### src/rtl/gpo_sched_pkg.sv
// Shared definitions for the GPO event scheduler: FSM states, event word layout
// and default queue depth.
package gpo_sched_pkg;

    typedef enum logic [1:0] {
        ST_IDLE = 2'd0,
        ST_LOAD = 2'd1,
        ST_WAIT = 2'd2,
        ST_FIRE = 2'd3
    } sched_state_e;

    localparam int EVENT_WIDTH        = 128;
    localparam int TS_MSB             = 127;
    localparam int TS_LSB             = 64;
    localparam int DATA_MSB           = 63;
    localparam int DATA_LSB           = 0;
    localparam int DEFAULT_FIFO_DEPTH = 16;

    function automatic logic [TS_MSB-TS_LSB:0] event_ts(input logic [EVENT_WIDTH-1:0] word);
        return word[TS_MSB:TS_LSB];
    endfunction

endpackage

### src/rtl/gpo_event_scheduler_if.sv
// Control, event-write and GPO-issue signals of the scheduler; master drives
// the scheduler inputs, slave is the scheduler itself.
interface gpo_event_scheduler_if #(
    parameter int FIFO_DEPTH = gpo_sched_pkg::DEFAULT_FIFO_DEPTH,
    parameter int TS_WIDTH   = 64
);
    import gpo_sched_pkg::*;

    logic                         timer_run;
    logic                         timer_clear;
    logic                         wr_en;
    logic [EVENT_WIDTH-1:0]       wr_data;
    logic                         flush;
    logic                         busy;
    logic                         counter_matched;
    logic [EVENT_WIDTH-1:0]       gpo_out;
    logic                         late_error;
    logic                         overflow_error;
    logic                         fifo_full;
    logic                         fifo_empty;
    logic [$clog2(FIFO_DEPTH):0]  fifo_level;
    logic [TS_WIDTH-1:0]          timer;

    modport master (
        output timer_run, timer_clear, wr_en, wr_data, flush, busy,
        input  counter_matched, gpo_out, late_error, overflow_error,
               fifo_full, fifo_empty, fifo_level, timer
    );

    modport slave (
        input  timer_run, timer_clear, wr_en, wr_data, flush, busy,
        output counter_matched, gpo_out, late_error, overflow_error,
               fifo_full, fifo_empty, fifo_level, timer
    );

endinterface

### src/rtl/gpo_sched_fifo.sv
// Event queue: RAM-style storage with a registered read port, so popped data
// appears on o_rd_data the cycle after i_rd_en.
module gpo_sched_fifo #(
    parameter int DEPTH = 16,
    parameter int WIDTH = 128
) (
    input  logic                      clk,
    input  logic                      rst_n,
    input  logic                      i_flush,
    input  logic                      i_wr_en,
    input  logic [WIDTH-1:0]          i_wr_data,
    input  logic                      i_rd_en,
    output logic [WIDTH-1:0]          o_rd_data,
    output logic                      o_full,
    output logic                      o_empty,
    output logic [$clog2(DEPTH):0]    o_level
);
    localparam int AW = $clog2(DEPTH);
    localparam int LW = AW + 1;

    logic [WIDTH-1:0] r_mem [DEPTH];
    logic [WIDTH-1:0] r_rd_data;
    logic [AW-1:0]    r_wr_ptr;
    logic [AW-1:0]    r_rd_ptr;
    logic [LW-1:0]    r_level;
    logic             w_push;
    logic             w_pop;

    assign o_full  = (r_level == LW'(DEPTH));
    assign o_empty = (r_level == '0);
    assign o_level = r_level;
    assign o_rd_data = r_rd_data;

    // A pop frees a slot in the same cycle, so a full queue still accepts a write then.
    assign w_pop  = i_rd_en && !o_empty && !i_flush;
    assign w_push = i_wr_en && !i_flush && (!o_full || w_pop);

    always_ff @(posedge clk) begin
        if (w_push) r_mem[r_wr_ptr] <= i_wr_data;
        if (w_pop)  r_rd_data <= r_mem[r_rd_ptr];
    end

    always_ff @(posedge clk or negedge rst_n) begin
        if (!rst_n) begin
            r_wr_ptr <= '0;
            r_rd_ptr <= '0;
            r_level  <= '0;
        end else if (i_flush) begin
            r_wr_ptr <= '0;
            r_rd_ptr <= '0;
            r_level  <= '0;
        end else begin
            if (w_push) r_wr_ptr <= r_wr_ptr + 1'b1;
            if (w_pop)  r_rd_ptr <= r_rd_ptr + 1'b1;
            case ({w_push, w_pop})
                2'b10:   r_level <= r_level + 1'b1;
                2'b01:   r_level <= r_level - 1'b1;
                default: r_level <= r_level;
            endcase
        end
    end

endmodule

### src/rtl/gpo_event_scheduler.sv
// Timestamped GPO event scheduler: queues event words and issues each one to
// the GPO core once the free-running timer reaches its timestamp.
module gpo_event_scheduler #(
    parameter int FIFO_DEPTH = gpo_sched_pkg::DEFAULT_FIFO_DEPTH,
    parameter int TS_WIDTH   = 64
) (
    input  logic                  CLK100MHZ,
    input  logic                  resetn,
    gpo_event_scheduler_if.slave  bus
);
    import gpo_sched_pkg::*;

    sched_state_e                 r_state;
    logic [TS_WIDTH-1:0]          r_timer;
    logic [EVENT_WIDTH-1:0]       r_stage;
    logic [EVENT_WIDTH-1:0]       r_gpo_out;
    logic                         r_matched;
    logic                         r_late;
    logic                         r_overflow;

    logic [EVENT_WIDTH-1:0]       w_fifo_rd_data;
    logic                         w_full;
    logic                         w_empty;
    logic [$clog2(FIFO_DEPTH):0]  w_level;
    logic                         w_pop;
    logic                         w_drop;
    logic [TS_WIDTH-1:0]          w_stage_ts;
    logic                         w_due;
    logic                         w_past_due;

    gpo_sched_fifo #(
        .DEPTH (FIFO_DEPTH),
        .WIDTH (EVENT_WIDTH)
    ) u_fifo (
        .clk       (CLK100MHZ),
        .rst_n     (resetn),
        .i_flush   (bus.flush),
        .i_wr_en   (bus.wr_en),
        .i_wr_data (bus.wr_data),
        .i_rd_en   (w_pop),
        .o_rd_data (w_fifo_rd_data),
        .o_full    (w_full),
        .o_empty   (w_empty),
        .o_level   (w_level)
    );

    // Head is popped from IDLE or FIRE; the registered read data is ready in LOAD.
    assign w_pop      = ((r_state == ST_IDLE) || (r_state == ST_FIRE)) && !w_empty && !bus.flush;
    assign w_drop     = bus.wr_en && !bus.flush && w_full && !w_pop;
    assign w_stage_ts = TS_WIDTH'(event_ts(r_stage));
    assign w_due      = !bus.busy && (r_timer >= w_stage_ts);
    assign w_past_due = (r_timer > w_stage_ts);

    always_ff @(posedge CLK100MHZ or negedge resetn) begin
        if (!resetn) begin
            r_timer <= '0;
        end else if (bus.timer_clear) begin
            r_timer <= '0;
        end else if (bus.timer_run) begin
            r_timer <= r_timer + 1'b1;
        end
    end

    always_ff @(posedge CLK100MHZ or negedge resetn) begin
        if (!resetn) begin
            r_state    <= ST_IDLE;
            r_stage    <= '0;
            r_gpo_out  <= '0;
            r_matched  <= 1'b0;
            r_late     <= 1'b0;
            r_overflow <= 1'b0;
        end else begin
            r_matched  <= 1'b0;
            r_late     <= 1'b0;
            r_overflow <= w_drop;
            if (bus.flush) begin
                r_state <= ST_IDLE;
                r_stage <= '0;
            end else begin
                case (r_state)
                    ST_IDLE: if (w_pop) r_state <= ST_LOAD;
                    ST_LOAD: begin
                        r_stage <= w_fifo_rd_data;
                        r_state <= ST_WAIT;
                    end
                    ST_WAIT: if (w_due) begin
                        r_state   <= ST_FIRE;
                        r_matched <= 1'b1;
                        r_late    <= w_past_due;
                        r_gpo_out <= r_stage;
                    end
                    ST_FIRE: r_state <= w_pop ? ST_LOAD : ST_IDLE;
                    default: r_state <= ST_IDLE;
                endcase
            end
        end
    end

    assign bus.counter_matched = r_matched;
    assign bus.gpo_out         = r_gpo_out;
    assign bus.late_error      = r_late;
    assign bus.overflow_error  = r_overflow;
    assign bus.fifo_full       = w_full;
    assign bus.fifo_empty      = w_empty;
    assign bus.fifo_level      = w_level;
    assign bus.timer           = r_timer;

endmodule

### src/flat_wrapper.sv
// flat-port wrapper written by rule: the top's interface ports become plain ports
module gpo_event_scheduler_flat import gpo_sched_pkg::*;
#(
    parameter int FIFO_DEPTH = gpo_sched_pkg::DEFAULT_FIFO_DEPTH,
    parameter int TS_WIDTH   = 64
)
  (CLK100MHZ, resetn, bus_timer_run, bus_timer_clear, bus_wr_en, bus_wr_data, bus_flush, bus_busy, bus_counter_matched, bus_gpo_out, bus_late_error, bus_overflow_error, bus_fifo_full, bus_fifo_empty, bus_fifo_level, bus_timer);
  gpo_event_scheduler_if #(.FIFO_DEPTH(FIFO_DEPTH), .TS_WIDTH(TS_WIDTH)) bus_i ();
  input  logic CLK100MHZ;
  input  logic resetn;
  input wire logic [$bits(bus_i.timer_run)-1:0] bus_timer_run;
  input wire logic [$bits(bus_i.timer_clear)-1:0] bus_timer_clear;
  input wire logic [$bits(bus_i.wr_en)-1:0] bus_wr_en;
  input wire logic [$bits(bus_i.wr_data)-1:0] bus_wr_data;
  input wire logic [$bits(bus_i.flush)-1:0] bus_flush;
  input wire logic [$bits(bus_i.busy)-1:0] bus_busy;
  output wire logic [$bits(bus_i.counter_matched)-1:0] bus_counter_matched;
  output wire logic [$bits(bus_i.gpo_out)-1:0] bus_gpo_out;
  output wire logic [$bits(bus_i.late_error)-1:0] bus_late_error;
  output wire logic [$bits(bus_i.overflow_error)-1:0] bus_overflow_error;
  output wire logic [$bits(bus_i.fifo_full)-1:0] bus_fifo_full;
  output wire logic [$bits(bus_i.fifo_empty)-1:0] bus_fifo_empty;
  output wire logic [$bits(bus_i.fifo_level)-1:0] bus_fifo_level;
  output wire logic [$bits(bus_i.timer)-1:0] bus_timer;
  assign bus_i.timer_run = bus_timer_run;
  assign bus_i.timer_clear = bus_timer_clear;
  assign bus_i.wr_en = bus_wr_en;
  assign bus_i.wr_data = bus_wr_data;
  assign bus_i.flush = bus_flush;
  assign bus_i.busy = bus_busy;
  assign bus_counter_matched = bus_i.counter_matched;
  assign bus_gpo_out = bus_i.gpo_out;
  assign bus_late_error = bus_i.late_error;
  assign bus_overflow_error = bus_i.overflow_error;
  assign bus_fifo_full = bus_i.fifo_full;
  assign bus_fifo_empty = bus_i.fifo_empty;
  assign bus_fifo_level = bus_i.fifo_level;
  assign bus_timer = bus_i.timer;
  gpo_event_scheduler #(.FIFO_DEPTH(FIFO_DEPTH), .TS_WIDTH(TS_WIDTH)) u_core (.CLK100MHZ(CLK100MHZ), .resetn(resetn), .bus(bus_i));
endmodule
### config.mk
export PLATFORM = sky130hd
export DESIGN_NAME = gpo_event_scheduler_flat
export DESIGN_NICKNAME = d
export VERILOG_FILES = /design/src/rtl/gpo_sched_pkg.sv /design/src/rtl/gpo_event_scheduler_if.sv /design/src/rtl/gpo_sched_fifo.sv /design/src/rtl/gpo_event_scheduler.sv /design/src/flat_wrapper.sv
export SDC_FILE = /design/constraint.sdc
export NUM_CORES = 2
export LEC_CHECK = 0
export ABC_AREA = 1
export CELL_PAD_IN_SITES_DETAIL_PLACEMENT = 0
export CELL_PAD_IN_SITES_GLOBAL_PLACEMENT = 1
export CORE_MARGIN = 3
export CORE_UTILIZATION = 35
export CTS_BUF_LIST = sky130_fd_sc_hd__clkbuf_4
export CTS_CLUSTER_SIZE = 30
export DETAILED_ROUTE_END_ITERATION = 6
export PLACE_DENSITY_LB_ADDON = 0.1
export SYNTH_ARGS = -nofsm -noshare
export SYNTH_HDL_FRONTEND = slang
export SYNTH_HIERARCHICAL = 1
export SYNTH_SLANG_ARGS = --single-unit
### constraint.sdc
create_clock -name CLK100MHZ -period 9.8 [get_ports CLK100MHZ]
set_clock_uncertainty 0.2 [all_clocks]
set_input_delay 1.96 -clock CLK100MHZ [delete_from_list [all_inputs] [get_ports CLK100MHZ]]
set_output_delay 1.96 -clock CLK100MHZ [all_outputs]
set_load 0.03 [all_outputs]
Yosys cells after proc, flatten, opt, wreduce, memory -nomap -nowiden
Memory sizes are Yosys's and may differ from the RTL's. A register that Yosys moved wholly into a read port is not among the register bits.
Index checks and enable logic that the tools add are counted.
- reduce and logical (&&, ||, !) cells: 25
- magnitude comparators: 2
- add/subtract/negate cells: 5
- mux-type cells: 23
- bitwise logic cells: 1
- equality and inequality tests: 8
- operators by type and width (kind ; number):
    $mux 128 ; 2
    $mux 64 ; 2
    $add 64x1->64 const B ; 1
    $ge 64x64->1 ; 1
    $gt 64x64->1 ; 1
    $mux 4 ; 4
    $pmux 5 s2 ; 1
    $logic_and 1x1->1 ; 9
    $mux 1 ; 9
    $add 4x1->4 const B ; 2
    $pmux 2 s4 ; 1
    $reduce_bool 2->1 ; 4
    $eq 2x2->1 const B ; 3
    $mux 2 ; 3
    $add 5x1->5 const B ; 1
    $eq 5x5->1 const B ; 1
    $logic_not 1->1 ; 5
    $logic_not 5->1 ; 1
    $mux 5 ; 1
    $sub 5x1->5 const B ; 1
    $eq 2x1->1 const B ; 2
    $ne 3x2->1 const B ; 1
    $ne 3x3->1 const B ; 1
    $reduce_and 3->1 ; 1
    5 further kinds ; 6
- bits in registers: 338
- output and inout port bits: 202
- memory bits (writable): 2048
- bits of input ports: 135
- logic and storage cells: 75
- memories kept: 1
- memories (name ; depth ; bits a word ; rd ports ; clocked after Yosys merged registers in ; wr ports ; RTL line ; text):
    u_core.u_fifo.r_mem ; 16 ; 128 ; 1 ; 1 ; 1 ; gpo_sched_fifo.sv:21 ; logic [WIDTH-1:0] r_mem [DEPTH];

Longest topological paths before layout
- depth in word-level cells: 11
- depth in mapped cells: 22

Modules after synthesis
The synthesis kept the hierarchy.
- by module, submodules not included (module ; sequential area each (um2) ; cells an instance ; area an instance (um2) ; instances):
    gpo_sched_fifo ; 65668.0 ; 6167 ; 83960.5 ; 1
    gpo_event_scheduler ; 8132.8 ; 1899 ; 15786.4 ; 1

Worst setup path before layout
Ideal clock, no wire load.
- path kind: input to register
- start: input port bus_flush
- end: memory u_core.u_fifo.r_mem[11][0], enable pin
- setup slack: 819 ps
- path buffers: 0
- arrival time: 8164 ps
- cell stages on the path: 7
- cells stage by stage: nor3_1 > inv_1 > nand4_1 > nand2_1 > inv_1 > nand2_1 > nor2_1
- word-level cells in the longest chain between the ends: 8
- RTL lines (what ; RTL line ; text):
    start, declared ; flat_wrapper.sv:15 ; input wire logic [$bits(bus_i.flush)-1:0] bus_flush;
    $logic_not 1->1 * ; gpo_sched_fifo.sv:35, gpo_sched_fifo.sv:36, gpo_event_scheduler.sv:48 ;
    $logic_and 1x1->1 ; gpo_event_scheduler.sv:48 ; assign w_pop = ((r_state == ST_IDLE) || (r_state == ST_FIRE)) && !w_empty && !bus.flush;
    $logic_and 1x1->1 (2 in series) ; gpo_sched_fifo.sv:35 ; assign w_pop = i_rd_en && !o_empty && !i_flush;
    $logic_or 1x1->1 ; gpo_sched_fifo.sv:36 ; assign w_push = i_wr_en && !i_flush && (!o_full || w_pop);
    $logic_and 1x1->1 * ; gpo_sched_fifo.sv:36 ;
    $mux 1 * ; gpo_sched_fifo.sv:39 ; if (w_push) r_mem[r_wr_ptr] <= i_wr_data;
    $mux 1 (implied by the code) * ; gpo_sched_fifo.sv:39 ;
    end, declared ; gpo_sched_fifo.sv:21 ;
Mark *: on every way between the ends. The rest lies on a longest branch, timed or not.

Worst setup path in the final report
- start: register u_core.u_fifo.r_level[1] (netlist: u_core/u_fifo/o_level[1])
- end: output port bus_fifo_empty
- word-level cells in the longest chain between the ends: 1
- RTL lines (what ; RTL line ; text):
    start, declared ; gpo_sched_fifo.sv:25 ; logic [LW-1:0] r_level;
    start signal, assigned ; gpo_sched_fifo.sv:56 ; 2'b10: r_level <= r_level + 1'b1;
    start signal, assigned ; gpo_sched_fifo.sv:57 ; 2'b01: r_level <= r_level - 1'b1;
    start signal, assigned ; gpo_sched_fifo.sv:58 ; default: r_level <= r_level;
    $logic_not 5->1 ; gpo_sched_fifo.sv:30 ; assign o_empty = (r_level == '0);
    end, declared ; flat_wrapper.sv:22 ; output wire logic [$bits(bus_i.fifo_empty)-1:0] bus_fifo_empty;
Every way passes these cells.

==> run_results.csv <==
group,metric,value,unit
status,status,"completed",
finish,fillCellCount,27150,
route,drt_iter0_markers,5128,
grt,grt_max_degree,176,
timing,setup_slack,4.509,ns
setup_path,cp.arrival,3.13,ns
grt,grt_pass1_wl,456900,um
setup_path,critPathSlowestCell,"clkdlybuf4s50_1",
cts,clk_transition_reported_paths,0.06,ns
setup_path,crit_chain,"nor2_1 > nand3_1 > inv_1 > clkdlybuf4s50_1",
grt,overflow,0,
timing,tns,0,ns
yosys,synth_ff_type,"edfxtp_1",
setup_path,crit_buf_inv,2,
yosys,synth_compound_area_share,8.323,%
route,vias_per_cell,5.098,
yosys,synth.avg_cell_area,12.37,sq um
timing,setup_viol,0,
cts,cts_made_buffers,696,
grt,grt_pass1_vias,66050,
cts,cts-hold-fix-buffers,0,
setup_path,critPathRequiredTime,7.64,ns
timing,clock.fmax,189.0,MHz
setup_path,end_kind,"output port",
cts,clk_latency,1.52,ns
floorplanning,dieWidth,539.8,um
route,drc,0,
route,dr.pass1.iters,7,
yosys,yosys_warnings,6,
yosys,synth-adder-area-share,0.9985,%
timing,fin_crit,5.291,ns
pwr,total_power,25.56,mW
floorplanning,floorplan.initialDensity,35.24,%
cts,cts.sinks,2514,
cts,cts_resized,0,
floorplanning,die_area,291400,sq um
yosys,synthMuxAreaShare,0,%
yosys,ys_seq_area_share,73.99,%
setup_path,worstSetupPathType,"reg2out",
placed_design,dp_slack,3.258,ns
pwr,p_per_area,220.1,nW/um^2
yosys,syn_nets,8280,
route,ant_nets,0,
grt,antenna_found_initial,45,
yosys,ys_seq_elements,2514,
timing,worst_pin_slew,1.193,ns
pwr,ir_drop,0.0001426,V
timing,finalCritPeriodShare,53.99,%
finish,area_delta_synth_final,16.39,%
pwr,leakage,41.73,nW
setup_path,cpLargestDelayFamily,"buffers and inverters",
cts,cts_root_buffer,"clkbuf_4",
finish,layout_commonest_cell,"edfxtp_1",
floorplanning,core,283000,sq um
yosys,synth-xor-area-share,0.03512,%
timing,rsz0062_at_grt,"no",
finish,layout_common_cells,"2176 x edfxtp_1, 1398 x nand2_1, 1092 x clkbuf_4",
finish,layout-drive-gt1-share,14.17,%
placed_design,gp_congestion,0.7989,
yosys,synthSimpleGateAreaFrac,12.96,%
floorplanning,rows,195,
yosys,netlist_area,99750,sq um
cts,cts_tree,"done",
route,wl,314400,um
timing,final_hold_viol_count,0,
floorplanning,fp.dieH,539.8,um
floorplanning,io_pins,337,
setup_path,start_kind,"register",
setup_path,crit_fanout,5,
worst_hold_path,hold_class,"reg2reg",
route,num_vias,66390,
yosys,netlist_instances,8066,
yosys,async_flop_share,13.44,%
placed_design,io_buffers,336,
yosys,ys_types,43,
finish,fin_nets,8930,
route,post_drt_wl_per_cell,24.14,um
grt,grt_util_all_layers,21.07,%
cts,postCtsSetupBuffers,0,
yosys,synth_top_family_by_area,"simple AND/OR/NAND/NOR gates",
yosys,synth-edff-count,2176,
setup_path,slowest_delay,0.69,ns
timing,slew_violations,0,
cts,h-tree-depth,6,
placed_design,dp_hpwl,170900,um
cts,clockBufferDepth,4,
flow_run,max-cap-violations,0,
timing,slew_headroom,19.63,%
## Yosys cell counts, drive strengths merged (4+ instances only)
master,count,area share (%)
a21o,4,0.030
a21oi,349,1.8
a31oi,14,0.088
buf,218,1.3
clkbuf,267,1.0
dfrtp,338,8.5
edfxtp,2176,66
ha,78,0.98
inv,377,1.4
nand2,1404,5.3
nand3,611,3.1
nand4,186,1.2
nor2,811,3.1
nor3,38,0.23
nor4,7,0.044
o211ai,169,1.3
o21a,10,0.075
o21ai,904,4.5
o22ai,87,0.55
## tightest hold or removal path, delay by kind of cell, from the launching register on
family | cells | cell delay, ns
flops | 1 | 0.32
simple gates | 1 | 0.06
compound gates | 1 | 0.06
## sequential cells by signal, indices dropped and copies added, names as in the netlist, 2 cells and up
| name | flops |
|---|---|
| u_core/u_fifo/o_rd_data | 128 |
| u_core/r_stage | 128 |
| u_core/u_fifo/r_rd_ptr | 4 |
| u_core/r_state | 2 |
| u_core/u_fifo/r_mem | 2048 |
| u_core/bus.timer | 64 |
| u_core/bus.gpo_out | 128 |
| u_core/u_fifo/r_wr_ptr | 4 |
| u_core/u_fifo/o_level | 5 |
## final timing paths
| check | endpoint | startpoint | slack [ns] | cells after the start |
|---|---|---|---|---|
| max | bus_fifo_empty | u_core/u_fifo/o_level[1] | 4.51 | 4 |
| min | u_core/r_stage[60] | u_core/u_fifo/o_rd_data[60] | 0.25 | 2 |
| max reg2reg | u_core/u_fifo/r_mem[9][91] | u_core/r_state[0] | 5.19 | 11 |
| min reg2reg | u_core/r_stage[60] | u_core/u_fifo/o_rd_data[60] | 0.25 | 2 |
| max in group asynchronous | u_core/r_stage[46] | resetn | 7.03 | 3 |
| min in group asynchronous | u_core/bus.gpo_out[118] | resetn | 0.29 | 1 |
## per-stage QoR
stage / hold WS, ns / util, % / std cells / area [sq um]
6_report: 0.2470 / 41.02 / 13020 / 116100
5_1_grt: 0.1940 / 41.00 / 13000 / 116000
4_1_cts: 0.03750 / 41.00 / 13000 / 116000
3_5_place_dp: 0.2601 / 37.74 / 11760 / 106800
3_3_place_gp: 0.2588 / 37.74 / 11760 / 106800
2_1_floorplan: 0.2546 / - / 8066 / 99750
## kinds of logic (layout without fill, tap and decap cells)
| group | count (synthesis) | in the layout |
|---|---|---|
| adder cells (fa/ha/maj) | 79 | 79 |
| AO/OA/AOI/OAI | 1540 | 1540 |
| other | 0 | 27 |
| flip-flops | 2514 | 2514 |
| buffers and inverters | 863 | 2049 |
| AND/OR/NAND/NOR | 3066 | 3066 |
| XOR/XNOR | 4 | 4 |
## area by class of cell
cell class                      count  area (sq um)  area share, %
Sequential cell                  2514         73820          63.58
Multi-Input combinational cell   4689         22430          19.32
Clock buffer                     1092          8198          7.061
Tap cell                         3743          4683          4.034
Timing Repair Buffer              437          4414          3.802
Inverter                          378          1474          1.270
Clock inverter                    142          1011         0.8708
Antenna cell                       27         67.56        0.05820
## metal layers
metal	wire length, um	share of wire, %	vias up	track usage, %
met5	172	0.055	-	0
met4	6925	2.2	30	6.118
met3	17170	5.5	498	3.923
met2	148800	47	1982	34.23
met1	141300	45	33180	28.84
li1	-	-	30710	-
## power breakdown
part / internal (mW) / switching, mW
logic: 0.793 / 2.64
clock network: 5.32 / 4.49
registers: 12.1 / 0.198
No activity file was read; power rests on OpenSTA's default activity.
